===== config.mk =====
export PLATFORM = sky130hd
export DESIGN_NAME = spec_tag_tracker
export DESIGN_NICKNAME = d
export VERILOG_FILES = /design/src/rtl/spec_pkg.sv /design/src/rtl/spec_tag_ring.sv /design/src/rtl/spec_tag_tracker.sv
export SDC_FILE = /design/constraint.sdc
export NUM_CORES = 1
export LEC_CHECK = 0
export BUFFER_PORTS_ARGS = -buffer_cell sky130_fd_sc_hd__buf_2
export CAP_MARGIN = 0
export CORE_UTILIZATION = 44
export DETAILED_ROUTE_END_ITERATION = 6
export PLACE_DENSITY = 0.69
export SETUP_SLACK_MARGIN = 0.3
export SYNTH_ARGS = -nofsm -noshare
export SYNTH_HDL_FRONTEND = slang
export SYNTH_HIERARCHICAL = 1
export SYNTH_SLANG_ARGS = --single-unit

===== constraint.sdc =====
create_clock -name clk -period 6.3 [get_ports clk]
set_input_delay 0.63 -clock clk [delete_from_list [all_inputs] [get_ports clk]]
set_output_delay 0.63 -clock clk [all_outputs]
set_load 0.03 [all_outputs]

===== src/rtl/spec_pkg.sv =====
// Shared types for the speculation tag tracker: tag type, FSM states, ring entry
// layout and modular tag arithmetic.
package spec_pkg;

  localparam int TAG_W = 4;

  typedef logic [TAG_W-1:0] spec_tag_t;

  typedef enum logic {
    RUN   = 1'b0,
    FLUSH = 1'b1
  } spec_state_e;

  typedef struct packed {
    spec_tag_t tag;
    logic      resolved;
  } spec_entry_t;

  // Distance from b forward to a, wrapping modulo 2^TAG_W.
  function automatic spec_tag_t tag_offset(input spec_tag_t a, input spec_tag_t b);
    return a - b;
  endfunction

endpackage


===== src/rtl/spec_tag_ring.sv =====
// Age-ordered circular buffer of speculation entries with push, pop and
// truncate-to-index (drops an entry and everything younger than it).
module spec_tag_ring
  import spec_pkg::*;
#(
  parameter int  DEPTH = 8,
  localparam int PTR_W = $clog2(DEPTH),
  localparam int CNT_W = PTR_W + 1
) (
  input  logic             clk,
  input  logic             rst_n,
  input  logic             push,
  input  spec_tag_t        push_tag,
  input  logic             pop,
  input  logic             truncate,
  input  logic [PTR_W-1:0] trunc_idx,
  input  logic [CNT_W-1:0] trunc_len,
  input  logic             set_resolved,
  input  logic [PTR_W-1:0] lookup_idx,
  output logic             rd_resolved,
  output spec_entry_t      head_entry,
  output logic [PTR_W-1:0] head,
  output logic [CNT_W-1:0] count
);

  spec_entry_t      entry_reg  [DEPTH];
  spec_entry_t      entry_next [DEPTH];
  logic [PTR_W-1:0] head_reg, tail_reg;
  logic [CNT_W-1:0] count_reg, count_next;

  // Push only targets the free slot at tail and resolve only targets a live
  // entry, so the two never collide on the same index.
  generate
    for (genvar gi = 0; gi < DEPTH; gi++) begin : g_entry
      assign entry_next[gi] =
        (push && tail_reg == PTR_W'(gi))             ? spec_entry_t'{tag: push_tag, resolved: 1'b0} :
        (set_resolved && lookup_idx == PTR_W'(gi))   ? spec_entry_t'{tag: entry_reg[gi].tag, resolved: 1'b1} :
                                                       entry_reg[gi];
    end
  endgenerate

  assign count_next = truncate ? trunc_len - CNT_W'(pop)
                               : count_reg + CNT_W'(push) - CNT_W'(pop);

  always_ff @(posedge clk) begin
    if (!rst_n) begin
      for (int i = 0; i < DEPTH; i++) entry_reg[i] <= '0;
      head_reg  <= '0;
      tail_reg  <= '0;
      count_reg <= '0;
    end else begin
      entry_reg <= entry_next;
      if (pop) head_reg <= head_reg + PTR_W'(1);
      if (truncate)  tail_reg <= trunc_idx;
      else if (push) tail_reg <= tail_reg + PTR_W'(1);
      count_reg <= count_next;
    end
  end

  assign rd_resolved = entry_reg[lookup_idx].resolved;
  assign head_entry  = entry_reg[head_reg];
  assign head        = head_reg;
  assign count       = count_reg;

endmodule


===== src/rtl/spec_tag_tracker.sv =====
// Allocates speculation tags, tracks them in age order, accepts out-of-order
// resolutions, retires in order and flushes younger tags on a mispredict.
module spec_tag_tracker #(
  parameter int  DEPTH = 8,
  parameter int  TAG_W = 4,
  localparam int PTR_W = $clog2(DEPTH),
  localparam int CNT_W = PTR_W + 1
) (
  input  logic             clk,
  input  logic             rst_n,
  input  logic             alloc_req,
  output logic             alloc_ready,
  output logic [TAG_W-1:0] alloc_tag,
  input  logic             res_valid,
  output logic             res_ready,
  input  logic [TAG_W-1:0] res_tag,
  input  logic             res_mispred,
  output logic             l_valid,
  output logic [TAG_W-1:0] l_status,
  output logic             retire_valid,
  output logic [TAG_W-1:0] retire_tag,
  output logic             res_err,
  output logic [CNT_W-1:0] count
);

  import spec_pkg::*;

  spec_state_e      state_reg, state_next;
  logic [TAG_W-1:0] next_tag_reg;
  logic             l_valid_reg, retire_valid_reg, res_err_reg;
  logic [TAG_W-1:0] l_status_reg, retire_tag_reg;

  spec_entry_t      head_entry;
  logic [PTR_W-1:0] head_ptr, res_idx;
  logic [CNT_W-1:0] ring_count, trunc_len;
  logic [TAG_W-1:0] head_tag, res_off;
  logic             lookup_resolved, res_fire, in_range, res_ok;
  logic             mispred, correct, retire, alloc_fire;

  // Outstanding tags are contiguous and end at next_tag-1, so the head tag and
  // any tag's ring slot follow from modular arithmetic alone.
  assign head_tag  = next_tag_reg - TAG_W'(ring_count);
  assign res_off   = tag_offset(res_tag, head_tag);
  assign in_range  = res_off < TAG_W'(ring_count);
  assign res_idx   = head_ptr + PTR_W'(res_off);
  assign trunc_len = CNT_W'(res_off);

  assign res_fire   = res_valid && res_ready;
  assign res_ok     = res_fire && in_range && !lookup_resolved;
  assign mispred    = res_ok && res_mispred;
  assign correct    = res_ok && !res_mispred;
  assign retire     = (ring_count != '0) && head_entry.resolved && !(mispred && res_off == '0);
  assign alloc_fire = alloc_req && alloc_ready;

  spec_tag_ring #(.DEPTH(DEPTH)) u_ring (
    .clk          (clk),
    .rst_n        (rst_n),
    .push         (alloc_fire),
    .push_tag     (next_tag_reg),
    .pop          (retire),
    .truncate     (mispred),
    .trunc_idx    (res_idx),
    .trunc_len    (trunc_len),
    .set_resolved (correct),
    .lookup_idx   (res_idx),
    .rd_resolved  (lookup_resolved),
    .head_entry   (head_entry),
    .head         (head_ptr),
    .count        (ring_count)
  );

  always_ff @(posedge clk) begin
    if (!rst_n) state_reg <= RUN;
    else        state_reg <= state_next;
  end

  always_comb begin
    state_next = state_reg;
    case (state_reg)
      RUN:     if (mispred) state_next = FLUSH;
      FLUSH:   state_next = RUN;
      default: state_next = RUN;
    endcase
  end

  // Handshake readies are held low while reset is asserted.
  always_comb begin
    res_ready   = 1'b0;
    alloc_ready = 1'b0;
    if (rst_n && state_reg == RUN) begin
      res_ready   = 1'b1;
      alloc_ready = (ring_count < CNT_W'(DEPTH)) && !(res_valid && res_mispred);
    end
  end

  always_ff @(posedge clk) begin
    if (!rst_n) begin
      next_tag_reg     <= '0;
      l_valid_reg      <= 1'b0;
      l_status_reg     <= '0;
      retire_valid_reg <= 1'b0;
      retire_tag_reg   <= '0;
      res_err_reg      <= 1'b0;
    end else begin
      if (mispred)         next_tag_reg <= res_tag;
      else if (alloc_fire) next_tag_reg <= next_tag_reg + TAG_W'(1);
      l_valid_reg      <= mispred;
      l_status_reg     <= mispred ? res_tag : '0;
      retire_valid_reg <= retire;
      retire_tag_reg   <= retire ? head_entry.tag : '0;
      res_err_reg      <= res_fire && !res_ok;
    end
  end

  assign alloc_tag    = next_tag_reg;
  assign l_valid      = l_valid_reg;
  assign l_status     = l_status_reg;
  assign retire_valid = retire_valid_reg;
  assign retire_tag   = retire_tag_reg;
  assign res_err      = res_err_reg;
  assign count        = ring_count;

endmodule


==> summary.txt <==
Number of global-route vias before repair - 2508
Fin crit share - 0.8898
Status - finished, final reports clean
Largest net degree at the start of global routing - 31
Final antenna diode count - 0
Dominant synthesized flop cell - dfxtp_1
Die span in y - 91.50 um
P per Cell Area - 416.5 nW/um2
DRT Pass-1 Iters - 4
Lkg Pwr - 1.930 nW
Max_cap viols - 0
Share of cells above drive strength 1 - 0.1635
Max reg flops - 40
Crit path DAT - 5.84 ns
Post CTS Setup Buffer Count - 0
Tot Pwr - 1.638 mW
Synth Area per Inst - 10.16 um2
Crit Path Category - reg -> reg
Core area - 7727 um2
Most frequent cell after synthesis - dfxtp_1
Post-CTS sizing - 0
Mapped Area - 3525 um2
Clock power share - 0.213
Fin Clk Skew - 0.005773 ns
Mapped Nets - 383
Switching Power - 0.6662 mW
Area grow syn2layout - 11.61%
Synth Register Bits - 66
IO Port Bufs - 29
Register area share after synthesis - 0.3749
Max Freq - 0.1784 GHz
Final min period - 5.606 ns
Largest area contributor in the netlist - dfxtp_1
Startpoint Class - flip-flop
Top post-synthesis cells by count - 66 x dfxtp_1, 37 x nor2_1, 29 x mux2i_1, 25 x inv_1
Synth area leaders - dfxtp_1 37%, mux2i_1 8.2%, ha_1 7.8%
Seq pwr share - 0.311
CTS tree - done
ANT nets after route - 0
Worst ir drop on vdd - 190.0 uV
Cell count after synthesis - 347
Slew headroom - 0.3777
Num CTS Buffers - 9
P_int - 0.9723 mW
Gate power share - 0.476
Routed wire per std cell - 16.34 um
Final setup violation count - 0
Nets - 406
Data required, critical path - 6.53 ns
Total negative slack - 0 ns
Starting Density - 0.4561
First-pass GRT wire length - 12.68 mm
1st-iter DRT viols - 147
H-tree depth - 3
Final worst slack - 0.6943 ns
Post-route DRC - 0
Top-Level Pins - 30
Row count - 32
Drt total wl - 7.760 mm
Via-per-instance ratio - 5.417
Unique masters post-synth - 49
Hold Crit Class - reg -> reg
Ys Warns - 6
GP Congestion - 0.8233
CTS max path bufs - 2
Slew @ Worst Pin - 0.9324 ns
Total GRT Usage - 0.1987
Hold Fails Final Rpt - 0
Pre-CTS setup slack - 0.3722 ns
Die width - 91.50 um
Slew Viols, Final - 0
Hpwl dp - 5.408 mm
Utilization after layout - 0.5091
Clock tree sinks - 66
Unrepaired setup endpoints after global routing - false
Switching share of power - 0.4066
Overflow after GRT - 0
Post-CTS Hold Fix Bufs - 0
Post-synth EDFFs - 0
Initial antenna violation count - 0
Yosys top cell area share - 0.3749
Clk slew on worst S/H paths - 0.07 ns
Vias - 2573
Worst-path fanout max - 11
Latest clock arrival within the worst-skew pair - 0.33 ns
Worst Setup End Kind - flip-flop
Clock root buffer - clkbuf_8
Ys async rst share - 0
Die ar. - 8372 um2
[per-layer routing]
layer / wire length (um) / vias to the layer above / share of wire / track usage
met5: 0 / - / 0 / 0
met2: 3785 / 59 / 0.49 / 0.3390
met4: 169 / 0 / 0.022 / 0.06878
met1: 3490 / 1251 / 0.45 / 0.2450
met3: 315 / 17 / 0.041 / 0.04523
li1: - / 1246 / - / -
[final cells by class]
type | count | area [um2]
inverter | 26 | 97.59
timing repair buffer | 32 | 167.7
clock buffer | 11 | 151.4
fill | 729 | 3794
sequential | 66 | 1321
tap | 102 | 127.6
multi-input combinational | 235 | 2028
clock inverter | 3 | 40.04
[metrics by stage]
step	hold WS [ns]	instances	instance area, um2
final	0.4562	475	3934
after global routing	0.4833	475	3934
after CTS	0.4585	475	3918
after detailed placement	0.4487	461	3726
after global placement	0.4395	461	3726
after floorplan	0.4318	347	3525
[critical path, stage by stage, from the launching register on]
cell	delay [ns]
dfxtp_1	0.48
inv_1	0.12
fa_1	0.49
inv_1	0.07
fa_1	0.59
fa_2	0.72
mux4_2	0.32
mux2_2	0.31
nor4b_2	0.19
a21bo_1	0.36
nor3_4	0.30
nor2b_1	0.16
ha_1	0.30
inv_1	0.06
ha_1	0.16
inv_1	0.06
fa_1	0.37
xor2_1	0.19
mux2i_1	0.09
and2_1	0.16
[placed cells by master, fill, tap and decap left out, types with 10 or more instances in the layout]
cell and n:
dfxtp_1 66, mux2i_1 29, clkbuf_8 11, ha_1 22
buf_2 29, inv_1 25, nor2_1 37, a21oi_1 10
nand2_1 22, nand3_1 12, mux4_1 10
[path summary, 6_finish.rpt]
path	start	end	slack, ns	depth (start not counted)
setup / recovery	u_ring/count[1]	u_ring/count[2]	0.69	19
hold / removal	u_ring/entry_reg[23]	u_ring/entry_reg[23]	0.46	2
setup reg to reg	u_ring/count[1]	u_ring/count[2]	0.69	19
hold reg to reg	u_ring/entry_reg[23]	u_ring/entry_reg[23]	0.46	2
[power groups by stage]
stage / Sequential (mW) / Clock (mW) / Combinational (mW)
floorplan: 0.552 / 0 / 0.546
global placement: 0.517 / 0 / 0.727
detailed placement: 0.519 / 0 / 0.751
CTS: 0.509 / 0.360 / 0.754
global route: 0.516 / 0.377 / 0.868
finish: 0.510 / 0.349 / 0.780
[cell families after synthesis]
logic type / after synthesis / share of synthesized area
AOI/OAI and AO/OA: 37 / 0.08023
xor gates and xnor gates: 16 / 0.03976
adders and majority gates: 27 / 0.1065
buffers and inverters: 46 / 0.05431
DFF: 66 / 0.3749
muxes: 47 / 0.1889
and+or+nand+nor: 108 / 0.1555
Note: power is estimated with default switching activity, not from simulation.
